==> config.mk <==
export PLATFORM = sky130hd
export DESIGN_NAME = traffic_phase_scheduler_flat
export DESIGN_NICKNAME = d
export VERILOG_FILES = /design/src/rtl/traffic_pkg.sv /design/src/rtl/traffic_phase_scheduler_if.sv /design/src/rtl/rr_next_approach.sv /design/src/rtl/traffic_phase_scheduler.sv /design/src/flat_wrapper.sv
export SDC_FILE = /design/constraint.sdc
export NUM_CORES = 1
export LEC_CHECK = 0
export CAP_MARGIN = 20
export CORE_MARGIN = 4
export CORE_UTILIZATION = 40
export DETAILED_ROUTE_END_ITERATION = 7
export MAX_ROUTING_LAYER = met4
export PLACE_DENSITY_LB_ADDON = 0.25
export SETUP_SLACK_MARGIN = 0.4
export SLEW_MARGIN = 20
export SYNTH_ARGS = -nofsm -noshare
export SYNTH_HDL_FRONTEND = slang
export SYNTH_SLANG_ARGS = --single-unit
==> constraint.sdc <==
create_clock -name clk -period 6.19 [get_ports clk]
set_clock_uncertainty 0.05 [all_clocks]
set_input_delay 1.238 -clock clk [delete_from_list [all_inputs] [get_ports clk]]
set_output_delay 1.238 -clock clk [all_outputs]
set_load 0.01 [all_outputs]
==> src/rtl/traffic_pkg.sv <==
// Shared types for the traffic phase scheduler: phase states and approach codes.
package traffic_pkg;

  typedef enum logic [1:0] {
    ALLRED_IDLE = 2'd0,
    GREEN       = 2'd1,
    YELLOW      = 2'd2,
    ALLRED      = 2'd3
  } state_t;

  localparam logic [1:0] N = 2'd0;
  localparam logic [1:0] E = 2'd1;
  localparam logic [1:0] S = 2'd2;
  localparam logic [1:0] W = 2'd3;

  function automatic logic [3:0] dirOneHot(input logic [1:0] dir);
    logic [3:0] oneHot;
    case (dir)
      N:       oneHot = 4'b0001;
      E:       oneHot = 4'b0010;
      S:       oneHot = 4'b0100;
      W:       oneHot = 4'b1000;
      default: oneHot = 4'b0000;
    endcase
    return oneHot;
  endfunction

endpackage

==> src/rtl/traffic_phase_scheduler_if.sv <==
// Demand, preemption and lamp signals between the scheduler and its surroundings.
interface traffic_phase_scheduler_if;
  logic       tick;
  logic [3:0] req;
  logic       emerg;
  logic [1:0] emerg_dir;
  logic [3:0] green;
  logic [3:0] yellow;
  logic [3:0] red;
  logic [1:0] cur_dir;
  logic       emerg_ack;

  modport master (
    output tick, req, emerg, emerg_dir,
    input  green, yellow, red, cur_dir, emerg_ack
  );

  modport slave (
    input  tick, req, emerg, emerg_dir,
    output green, yellow, red, cur_dir, emerg_ack
  );
endinterface

==> src/rtl/rr_next_approach.sv <==
// Combinational round-robin picker: first pending approach after cur_dir, wrapping to cur_dir last.
module rr_next_approach
  import traffic_pkg::*;
(
  input  logic [3:0] i_pending,
  input  logic [1:0] i_cur_dir,
  output logic [1:0] o_nxt,
  output logic       o_any
);

  logic [1:0] w_idx;

  // Walk the search order backwards so the closest pending approach is the last write.
  always_comb begin
    o_nxt = i_cur_dir;
    w_idx = i_cur_dir;
    for (int k = 4; k >= 1; k--) begin
      w_idx = i_cur_dir + 2'(k);
      if (i_pending[w_idx]) o_nxt = w_idx;
    end
  end

  assign o_any = |i_pending;

endmodule

==> src/rtl/traffic_phase_scheduler.sv <==
// Demand-driven 4-approach phase sequencer with adaptive green, yellow/all-red clearance and preemption.
module traffic_phase_scheduler
  import traffic_pkg::*;
#(
  parameter int GREEN_MIN = 5,
  parameter int GREEN_MAX = 30,
  parameter int YELLOW_T  = 3,
  parameter int ALLRED_T  = 2,
  parameter int CNT_W     = 8
)(
  input logic                       clk,
  input logic                       rst,
  traffic_phase_scheduler_if.slave  bus
);

  localparam logic [CNT_W:0] L_GMIN = (CNT_W+1)'(GREEN_MIN);
  localparam logic [CNT_W:0] L_GMAX = (CNT_W+1)'(GREEN_MAX);
  localparam logic [CNT_W:0] L_YT   = (CNT_W+1)'(YELLOW_T);
  localparam logic [CNT_W:0] L_ART  = (CNT_W+1)'(ALLRED_T);

  state_t           r_state;
  logic [CNT_W-1:0] r_cnt;
  logic [3:0]       r_pending;
  logic [1:0]       r_curDir;

  logic [1:0]       w_rrNxt;
  logic             w_rrAny;
  logic [1:0]       w_nxt;
  logic             w_others;
  logic             w_demand;
  logic             w_enterGreen;
  logic [CNT_W:0]   w_cntPlus;
  logic [CNT_W-1:0] w_cntSat;
  logic             w_cutGreen;
  logic [3:0]       w_green;
  logic [3:0]       w_yellow;

  rr_next_approach u_rr (
    .i_pending (r_pending),
    .i_cur_dir (r_curDir),
    .o_nxt     (w_rrNxt),
    .o_any     (w_rrAny)
  );

  assign w_nxt     = bus.emerg ? bus.emerg_dir : w_rrNxt;
  assign w_others  = |(r_pending & ~dirOneHot(r_curDir));
  assign w_demand  = bus.emerg | w_rrAny;
  assign w_cntPlus = {1'b0, r_cnt} + 1'b1;
  assign w_cntSat  = (r_cnt == {CNT_W{1'b1}}) ? r_cnt : r_cnt + 1'b1;

  // Gap-out needs the minimum served and the owner idle; max-out only needs a competitor.
  assign w_cutGreen = bus.tick && !bus.emerg && w_others &&
                      ((w_cntPlus >= L_GMIN && !bus.req[r_curDir]) || w_cntPlus >= L_GMAX);

  assign w_enterGreen = w_demand &&
                        ((r_state == ALLRED_IDLE) ||
                         (r_state == ALLRED && bus.tick && w_cntPlus == L_ART));

  always_ff @(posedge clk or posedge rst) begin
    if (rst) begin
      r_state   <= ALLRED_IDLE;
      r_cnt     <= '0;
      r_pending <= 4'b0000;
      r_curDir  <= W;
    end else if (w_enterGreen) begin
      r_state   <= GREEN;
      r_cnt     <= '0;
      r_curDir  <= w_nxt;
      r_pending <= (r_pending & ~dirOneHot(w_nxt)) | bus.req;
    end else begin
      r_pending <= r_pending | bus.req;
      case (r_state)
        ALLRED_IDLE: r_cnt <= '0;
        GREEN: begin
          if (bus.emerg && bus.emerg_dir != r_curDir) begin
            r_state <= YELLOW;
            r_cnt   <= '0;
          end else if (w_cutGreen) begin
            r_state <= YELLOW;
            r_cnt   <= '0;
          end else if (bus.tick) begin
            r_cnt <= w_cntSat;
          end
        end
        YELLOW: begin
          if (bus.tick) begin
            if (w_cntPlus == L_YT) begin
              r_state <= ALLRED;
              r_cnt   <= '0;
            end else begin
              r_cnt <= w_cntSat;
            end
          end
        end
        ALLRED: begin
          // Reaching here on the final tick means nobody wants the phase.
          if (bus.tick) begin
            if (w_cntPlus == L_ART) begin
              r_state <= ALLRED_IDLE;
              r_cnt   <= '0;
            end else begin
              r_cnt <= w_cntSat;
            end
          end
        end
        default: begin
          r_state <= ALLRED_IDLE;
          r_cnt   <= '0;
        end
      endcase
    end
  end

  assign w_green       = (r_state == GREEN)  ? dirOneHot(r_curDir) : 4'b0000;
  assign w_yellow      = (r_state == YELLOW) ? dirOneHot(r_curDir) : 4'b0000;
  assign bus.green     = w_green;
  assign bus.yellow    = w_yellow;
  assign bus.red       = ~(w_green | w_yellow);
  assign bus.cur_dir   = r_curDir;
  assign bus.emerg_ack = (r_state == GREEN) && bus.emerg && (bus.emerg_dir == r_curDir);

endmodule
==> src/flat_wrapper.sv <==
// flat-port wrapper written by rule: the top's interface ports become plain ports
module traffic_phase_scheduler_flat import traffic_pkg::*;
#(
  parameter int GREEN_MIN = 5,
  parameter int GREEN_MAX = 30,
  parameter int YELLOW_T  = 3,
  parameter int ALLRED_T  = 2,
  parameter int CNT_W     = 8
)
  (clk, rst, bus_tick, bus_req, bus_emerg, bus_emerg_dir, bus_green, bus_yellow, bus_red, bus_cur_dir, bus_emerg_ack);
  traffic_phase_scheduler_if bus_i ();
  input logic clk;
  input logic rst;
  input wire logic [$bits(bus_i.tick)-1:0] bus_tick;
  input wire logic [$bits(bus_i.req)-1:0] bus_req;
  input wire logic [$bits(bus_i.emerg)-1:0] bus_emerg;
  input wire logic [$bits(bus_i.emerg_dir)-1:0] bus_emerg_dir;
  output wire logic [$bits(bus_i.green)-1:0] bus_green;
  output wire logic [$bits(bus_i.yellow)-1:0] bus_yellow;
  output wire logic [$bits(bus_i.red)-1:0] bus_red;
  output wire logic [$bits(bus_i.cur_dir)-1:0] bus_cur_dir;
  output wire logic [$bits(bus_i.emerg_ack)-1:0] bus_emerg_ack;
  assign bus_i.tick = bus_tick;
  assign bus_i.req = bus_req;
  assign bus_i.emerg = bus_emerg;
  assign bus_i.emerg_dir = bus_emerg_dir;
  assign bus_green = bus_i.green;
  assign bus_yellow = bus_i.yellow;
  assign bus_red = bus_i.red;
  assign bus_cur_dir = bus_i.cur_dir;
  assign bus_emerg_ack = bus_i.emerg_ack;
  traffic_phase_scheduler #(.GREEN_MIN(GREEN_MIN), .GREEN_MAX(GREEN_MAX), .YELLOW_T(YELLOW_T), .ALLRED_T(ALLRED_T), .CNT_W(CNT_W)) u_core (.clk(clk), .rst(rst), .bus(bus_i));
endmodule
# Word level (Yosys, flattened, before mapping)
# Index checks and enable logic that the tools add are counted.
op_classes:
  addsub: 5
  order_cmp: 6
  eq_ne: 20
  muxes: 36
  n_bitwise: 9
  n_reduce_logical: 22
ops:
  columns: ["operator", "count"]
  rows:
  - ["$mux W8", 9]
  - ["$pmux W4 S4", 2]
  - ["$pmux W8 S4", 1]
  - ["$mux W2", 11]
  - ["$eq A9 B2 Y1 const B", 2]
  - ["$mux W4", 4]
  - ["$eq A2 B2 Y1 const B", 6]
  - ["$lt A2 B3 Y1 const B", 4]
  - ["$not A4 Y4", 3]
  - ["$or A4 B4 Y4", 3]
  - ["$logic_and A1 B1 Y1", 10]
  - ["$add A8 B1 Y9 const B", 1]
  - ["$ge A9 B3 Y1 const B", 1]
  - ["$ge A9 B5 Y1 const B", 1]
  - ["$ne A3 B2 Y1 const B", 3]
  - ["$add A8 B1 Y8 const B", 1]
  - ["$and A4 B4 Y4", 2]
  - ["$bmux W1 S2", 4]
  - ["$eq A8 B8 Y1 const B", 1]
  - ["$reduce_or A4 Y1", 2]
  - ["$eq A2 B1 Y1 const B", 3]
  - ["$logic_not A2 Y1", 3]
  - ["$pmux W2 S3", 1]
  - ["$reduce_and A6 Y1", 1]
  - ["other kinds (13)", 19]
word_totals:
  ff_bits: 16
  in_bits: 10
  elab_cells: 102

# Depth between registers and ports, before layout
# Gate-level depths: netlist (run 1).
depth:
  depth_word: 14
  mapped_depth: 9
  mapped_depth_nobuf: 9

# Hierarchy
# A second synthesis (run 1) with hierarchy kept.
unflattened:
  cells_unflattened: 189
  hier_area_um2: 1604.0
modules_own_cells:
  columns: ["mod", "instances", "cells_per_inst", "area_each_um2"]
  rows:
  - ["traffic_phase_scheduler", 1, 175, 1531.5]
  - ["rr_next_approach", 1, 14, 72.6]

# Worst setup path after synthesis (run 1)
# No wires, ideal clock.
synth_path:
  path_kind: "input to register"
  start: "input bus_req[3]"
  end: "register u_core.r_cnt[3]"
  setup_time_ns: 0.118
  arrival_time_ns: 2.888
  slack_ns: 3.134
  path_stages: 7
  path_cell_list: "mux4_2 > o31a_1 > o221ai_2 > a2111oi_4 > o31ai_4 > o21ai_2 > a21o_1"
synth_via:
  elab_chain_len: 10
  elab_cells_between_ends: 12
  classes_between: "eq/ne (1); mux (6); reduce/logical (5)"
synth_rtl:
  columns: ["element", "line_no", "text"]
  rows:
  - ["start, declared", "flat_wrapper.sv:15", "input wire logic [$bits(bus_i.req)-1:0] bus_req;"]
  - ["$bmux W1 S2 (*)", "traffic_phase_scheduler.sv:53", "((w_cntPlus >= L_GMIN && !bus.req[r_curDir]) || w_cntPlus >= L_GMAX);"]
  - ["$mux W1 (not written as such) (*)", "traffic_phase_scheduler.sv:53", null]
  - ["$logic_not A1 Y1 (*)", "traffic_phase_scheduler.sv:53", null]
  - ["$logic_and A1 B1 Y1 (*)", "traffic_phase_scheduler.sv:53", null]
  - ["$logic_or A1 B1 Y1 (*)", "traffic_phase_scheduler.sv:53", null]
  - ["$logic_and A1 B1 Y1 (*)", "traffic_phase_scheduler.sv:52", "assign w_cutGreen = bus.tick && !bus.emerg && w_others &&"]
  - ["$mux W8", "traffic_phase_scheduler.sv:78", "end else if (w_cutGreen) begin"]
  - ["$mux W8", "traffic_phase_scheduler.sv:75", "if (bus.emerg && bus.emerg_dir != r_curDir) begin"]
  - ["$pmux W8 S4", "traffic_phase_scheduler.sv:72", "case (r_state)"]
  - ["$mux W8", "traffic_phase_scheduler.sv:65", "end else if (w_enterGreen) begin"]
  - ["end signal, assigned", "traffic_phase_scheduler.sv:82", "r_cnt <= w_cntSat;"]
  - ["end signal, assigned", "traffic_phase_scheduler.sv:91", "r_cnt <= w_cntSat;"]
  - ["end signal, assigned", "traffic_phase_scheduler.sv:102", "r_cnt <= w_cntSat;"]
  - ["end, declared", "traffic_phase_scheduler.sv:22", "logic [CNT_W-1:0] r_cnt;"]
# Every way passes the cells marked *; elsewhere a longest branch is shown, timed or not. The select of a mux whose other input is x is not followed.
# A chain may end at the register's enable or synchronous reset.

# Final worst setup path (run 1)
layout_path:
  start: "input bus_emerg_dir[1]"
  end: "output bus_emerg_ack"
layout_via:
  elab_chain_len: 2
layout_rtl:
  columns: ["element", "line_no", "text"]
  rows:
  - ["start, declared", "flat_wrapper.sv:17", "input wire logic [$bits(bus_i.emerg_dir)-1:0] bus_emerg_dir;"]
  - ["$eq A2 B2 Y1", "traffic_phase_scheduler.sv:120", "assign bus.emerg_ack = (r_state == GREEN) && bus.emerg && (bus.emerg_dir == r_curDir);"]
  - ["$logic_and A1 B1 Y1", "traffic_phase_scheduler.sv:120", null]
  - ["end, declared", "flat_wrapper.sv:22", "output wire logic [$bits(bus_i.emerg_ack)-1:0] bus_emerg_ack;"]
# No other way between the ends.

==> out/qor.csv, run 1 <==
metric,value,unit
hold_buf cts,0,
Crit-path slowest cell,clkdlybuf4s50_1,
run status,completed,
cell mode on critical path,clkdlybuf4s50_1,
CP max stage delay,0.53,ns
final setup violation count,0,
Max Cap Violations,0,
Comb pwr share,0.664,
Die Span Y,71.9,um
RSZ-0062 raised after global routing,false,
"Hold Violations, Final",0,
element type at the critical path end,primary output,
Pwr Density,440,nW/um^2
first-pass GRT wire length,6460,um
CTS resizes,0,
CTS sink cnt,16,
drt drc,0,
Hold Crit Class,register to register,
Post-synth ARST share,1.00,
hold_sp,u_core.r_cnt[6],
layout net count,240,
Crit Path Max Fanout,3,
commonest cells in the netlist,"nor2_1, inv_1, ha_1, a21oi_1, dfrtp_1",
sw power,401,uW
Crit Path Class,input pin to primary output,
I/O Buffers,24,
Synth Flop Type,dfrtp_1,
crit path launch,bus_emerg_dir[1],
Sequential cell area,403,sq um
H-tree levels,1,
initial antenna violation count,0,
sequential share of power,0.225,
Synth Instances,192,
Die ar.,5180,sq um
CTS tree,yes,
largest net degree at the start of global routing,17,
crit-path cells,clkdlybuf4s50_1 -> xor2_1 -> nor2_1 -> and3_1 -> clkdlybuf4s50_1,
arrival time worst endpoint,2.74,ns
Total GRT Usage,0.159,
vias,1479,
Via-to-Cell Ratio,5.65,
Tcrit/Tclk final,0.650,
Synth warnings,0,
Slew HR,0.588,
syn_nets,217,
Clock Tree Buf Depth,2,
Fill cells,379,
worst-skew pair later-pin latency,0.25,ns
Clk pwr share,0.111,
Critical R2R Capture,u_core.r_state[0],
fin crit period,4.03,ns
Hold Path Sink,u_core.r_cnt[6],
DR iter-0 viols,69,
WHS Path Cells,1,
total gr overflow,0,
"Reg clk slew, reported paths",0.07,ns
Setup TNS,0,ns
footprint of the multi-input gates,1130,sq um
P_int,457,uW
Design Power,857,uW
Yosys cell types,52,
TritonCTS buffer count,3,
fraction of layout cells with a size suffix above 1,0.103,
Routed Antenna Nets,0,
IO Pins,25,
setup ws final,2.16,ns
DP Worst Slack,2.16,ns
Max Transition Viols Final,0,
Net Sw Frac,0.468,
R2R setup slack,3.25,ns
Core ar.,3800,sq um
largest cells by area after synthesis,"dfrtp_1, ha_1, nor2_1, and2_1, a21oi_1",
Worst Setup Start Kind,input pin,
R2R cell count,9,
"Req. time, crit path",4.90,ns
GPL Wtd Cong,0.854,
Antenna Cells,0,
post-DP HPWL,2980,um
Area Growth Syn to Fin,19.1,%
placement row count,22,
Initial Utilization,0.431,
RR Startpoint,u_core.r_cnt[0],
most common cell in the netlist,nor2_1,
Peak VDD IR,0.000218,V
Post-synth EDFFs,0,
drt first pass iters,4,
final wirelength,3770,um
Post-CTS Setup Inserts,0,
Yosys reg bits,16,
wire per inst,14.4,um
cell taking the most area after synthesis,dfrtp_1,
Syn Std Cell Area,1640,sq um
Achievable Freq,0.248,GHz
register area share after synthesis,0.246,
chip width,71.9,um
number of global-route vias before repair,1323,
Yosys top cell area share,0.214,
Leak,0.000839,uW
clk root buf,clkbuf_8,
Hold Worst Slack,0.550,ns
Mean Syn Cell Area,8.52,sq um
Slew @ Worst Pin,0.617,ns
==> layout make-up <==
type,count,share of cell area
tap,48,0.0308
inverter,16,0.0308
clock buffer,4,0.0283
multi-input combinational,154,0.580
sequential,16,0.207
timing repair buffer,24,0.123
==> worst max-delay path, delay by kind of cell <==
| family | cells | cell delay (ns) |
|---|---|---|
| xor gates and xnor gates | 1 | 0.15 |
| and+or+nand+nor | 2 | 0.39 |
| buffers and inverters | 2 | 0.96 |
==> through the flow <==
step	area [sq um]	instances	utilization
3_3_place_gp	1890	258	0.498
5_1_grt	1950	262	0.513
4_1_cts	1950	262	0.513
3_5_place_dp	1890	258	0.498
2_1_floorplan	1640	192	-
6_report	1950	262	0.513
==> cells in the final DEF (no fill, tap or decap), types with 2 or more instances in the layout <==
master            n
o21a_1            3
a41oi_1           2
o21ai_2           2
a31oi_1           8
or2_2             2
o21ai_1           2
xor2_1            2
dfrtp_1          14
o2bb2ai_1         2
nor3_1            3
a21o_1            4
clkbuf_8          4
nand2_1           8
mux4_2            2
and3_1            3
nor3_2            2
nand3_1           6
nor2_1           24
nand2b_1          2
inv_1            16
o221ai_2          2
ha_1             15
o22ai_1           3
dfstp_2           2
a31o_1            2
clkdlybuf4s50_1  24
o211a_1           2
a21oi_1          14
o21ai_0           5
o21bai_1          2
and2_1           12
a211oi_1          2
==> power by group through the flow <==
stage	Clock [uW]	Combinational (uW)	Sequential, uW
3_3_place_gp	0	561	196
4_1_cts	97.5	572	193
6_report	95.3	569	193
3_5_place_dp	0	570	195
2_1_floorplan	0	431	170
5_1_grt	101	635	203
==> worst max-delay path by stage <==
stage | to | slack, ns | cells past startpoint
after floorplan | u_core.r_cnt[3] | 3.13 | 7
after global placement | bus_emerg_ack | 2.19 | 5
after detailed placement | bus_emerg_ack | 2.16 | 5
after CTS | bus_emerg_ack | 2.16 | 5
after global routing | bus_emerg_ack | 2.09 | 5
final | bus_emerg_ack | 2.16 | 5
==> cell families (layout without fill, tap and decap cells) <==
kind of cell | after synthesis | in the layout | share of synthesized area
muxes | 2 | 2 | 0.0275
DFF | 16 | 16 | 0.246
adders and majority gates | 15 | 15 | 0.115
AOI/OAI and AO/OA | 64 | 64 | 0.300
buffers and inverters | 22 | 44 | 0.0635
xor gates and xnor gates | 2 | 2 | 0.0107
and+or+nand+nor | 71 | 71 | 0.237
==> routing by layer <==
layer | share of wire | track usage | routed length, um
met4 | 0.015 | 0.0564 | 58
met1 | 0.52 | 0.237 | 1960
met2 | 0.41 | 0.221 | 1550
met3 | 0.053 | 0.0139 | 199
met5 | 0 | - | 0
==> sequential cells by signal (all words and copies together), names as in the netlist <==
register / flops
u_core.r_state: 2
u_core.r_pending: 4
u_core.r_cnt: 8
u_core.bus.cur_dir: 2
No activity file was read; power rests on OpenSTA's default activity.
==> inputs of run 2 (changes only) <==
==> constraint.sdc (replaced) <==
create_clock -name clk -period 3.6 [get_ports clk]
set_clock_uncertainty 0.05 [all_clocks]
set_input_delay 0.72 -clock clk [delete_from_list [all_inputs] [get_ports clk]]
set_output_delay 0.72 -clock clk [all_outputs]
set_load 0.01 [all_outputs]
==> out/qor.csv, run 2 (synthesis gave the netlist of run 1 again) <==
metric,value,unit,change
CP max stage delay,0.54,ns,about the same
chip width,71.9,um,unchanged
vias,1448,,-2.1%
Peak VDD IR,0.000349,V,+60%
top flop regs,"u_core.r_cnt (8), u_core.r_pending (4)",,
Area Growth Syn to Fin,18.4,%,
Routed Antenna Nets,0,,unchanged
Hold Path Sink,u_core.r_cnt[6],,
IO Pins,25,,unchanged
Sequential cell area,403,sq um,unchanged
final setup violation count,0,,unchanged
critical path's top delay family,buffers and inverters,,
Crit Path Class,input pin to primary output,,
element type at the critical path end,primary output,,
placement row count,22,,unchanged
WHS Path Cells,1,,unchanged
clk root buf,clkbuf_8,,
Clock Tree Buf Depth,2,,unchanged
TritonCTS buffer count,3,,unchanged
DR iter-0 viols,79,,+14%
R2R setup slack,0.70,ns,-2.55 ns
CTS sink cnt,16,,unchanged
Antenna Cells,0,,unchanged
CTS resizes,0,,unchanged
final wirelength,3640,um,-3.5%
arrival time worst endpoint,2.33,ns,-0.41 ns
Setup TNS,0,ns,unchanged
Leak,0.000833,uW,-0.72%
"commonest cells after routing, fill and taps aside","nor2_1, clkdlybuf4s50_1, inv_1, ha_1",,
Crit-path slowest cell,clkdlybuf4s50_1,,
Max Transition Viols Final,0,,unchanged
drt first pass iters,5,,+1
Max Cap Violations,0,,unchanged
R2R cell count,9,,unchanged
crit-path cells,clkdlybuf4s50_1 -> xor2_1 -> nor2_1 -> and3_1 -> clkdlybuf4s50_1,,
post-DP HPWL,2970,um,-0.49%
layout net count,240,,unchanged
Fill cells,380,,+0.26%
Crit Path Max Fanout,3,,unchanged
Total GRT Usage,0.152,,-0.00635
Post-CTS Setup Inserts,0,,unchanged
final core occ,0.510,,-0.00263
Tcrit/Tclk final,0.860,,
Pwr Density,745,nW/um^2,+69%
largest register by flop count,u_core.r_cnt,,
initial antenna violation count,0,,unchanged
fin crit period,3.10,ns,
worst-skew pair later-pin latency,0.25,ns,about the same
Slew HR,0.587,,-0.00104
Initial Utilization,0.431,,unchanged
Achievable Freq,0.323,GHz,
I/O Buffers,24,,unchanged
largest net degree at the start of global routing,17,,unchanged
number of global-route vias before repair,1344,,+1.6%
GPL Wtd Cong,0.817,,-4.3%
Critical R2R Capture,u_core.r_state[0],,
Worst Setup Start Kind,input pin,,
RR Startpoint,u_core.r_cnt[0],,
drt drc,0,,unchanged
H-tree levels,1,,unchanged
wire per inst,13.9,um,-3.5%
total gr overflow,0,,unchanged
Die Span Y,71.9,um,unchanged
Die ar.,5180,sq um,unchanged
RSZ-0062 raised after global routing,false,,
run status,completed,,
Slew @ Worst Pin,0.619,ns,+0.00156 ns
Via-to-Cell Ratio,5.53,,-2.1%
"Reg clk slew, reported paths",0.07,ns,about the same
cell mode on critical path,clkdlybuf4s50_1,,
fraction of layout cells with a size suffix above 1,0.0981,,-0.00467
hold_sp,u_core.r_cnt[6],,
"Hold Violations, Final",0,,unchanged
first-pass GRT wire length,6250,um,-3.2%
"Req. time, crit path",2.83,ns,-2.07 ns
hold_buf cts,0,,unchanged
CTS tree,yes,,
footprint of the multi-input gates,1130,sq um,unchanged
Bufs and invs on worst path,2,,unchanged
number of flip-flops in the largest register,8,,unchanged
Core ar.,3800,sq um,unchanged
Hold Crit Class,register to register,,
run 2: per-stage QoR:
step | power (uW) | instances | hold WS [ns] | setup WS [ns] | cell area, sq um
final | 1440 | 262 | 0.532 | 0.503 | 1940
after global routing | 1580 | 262 | 0.586 | 0.461 | 1940
after CTS | 1450 | 262 | 0.543 | 0.501 | 1940
after detailed placement | 1310 | 258 | 0.527 | 0.454 | 1890
after global placement | 1310 | 258 | 0.524 | 0.471 | 1890
after floorplan | 1030 | 192 | 0.491 | 0.986 | 1640
run 2: final cells by class:
class                           count  share of cell area
Sequential cell                    16               0.208
Inverter                           16              0.0310
Tap cell                           48              0.0310
Clock buffer                        4              0.0233
Multi-Input combinational cell    154               0.583
Timing Repair Buffer               24               0.124
run 2: how the worst max path moves through the flow:
stage                                start           endpoint  slack (ns)  cells after the start
after CTS                 bus_emerg_dir[1]      bus_emerg_ack        0.50                      5
after detailed placement        bus_req[3]    u_core.r_cnt[3]        0.45                      8
final                     bus_emerg_dir[1]      bus_emerg_ack        0.50                      5
after floorplan            u_core.r_cnt[0]  u_core.r_state[0]        0.99                      9
after global placement          bus_req[1]    u_core.r_cnt[3]        0.47                      8
after global routing      bus_emerg_dir[1]      bus_emerg_ack        0.46                      5
run 2: power breakdown:
part	switching (uW)	internal (uW)	total, uW
Clock	60.3	78.4	139
Sequential	93.9	237	331
Combinational	523	450	972
Total	677	766	1440
run 2: worst register-to-register path: stages, from the launching register on:
cell and delay, ns:
dfrtp_1 0.45, inv_1 0.13, ha_1 0.36, a2111oi_0 0.42, a41oi_1 0.08, o221a_2 0.32, a2111oi_4 0.37, nor3_2 0.13
and3_1 0.18, or3_1 0.29
run 2: layer usage:
| metal | vias to the layer above | global-route usage | routed length, um |
|---|---|---|---|
| met3 | 5 | 0.0222 | 210 |
| met4 | 0 | 0.0376 | 33 |
| met1 | 659 | 0.221 | 1870 |
| li1 | 752 | - | - |
| met2 | 32 | 0.221 | 1530 |
| met5 | - | - | 0 |
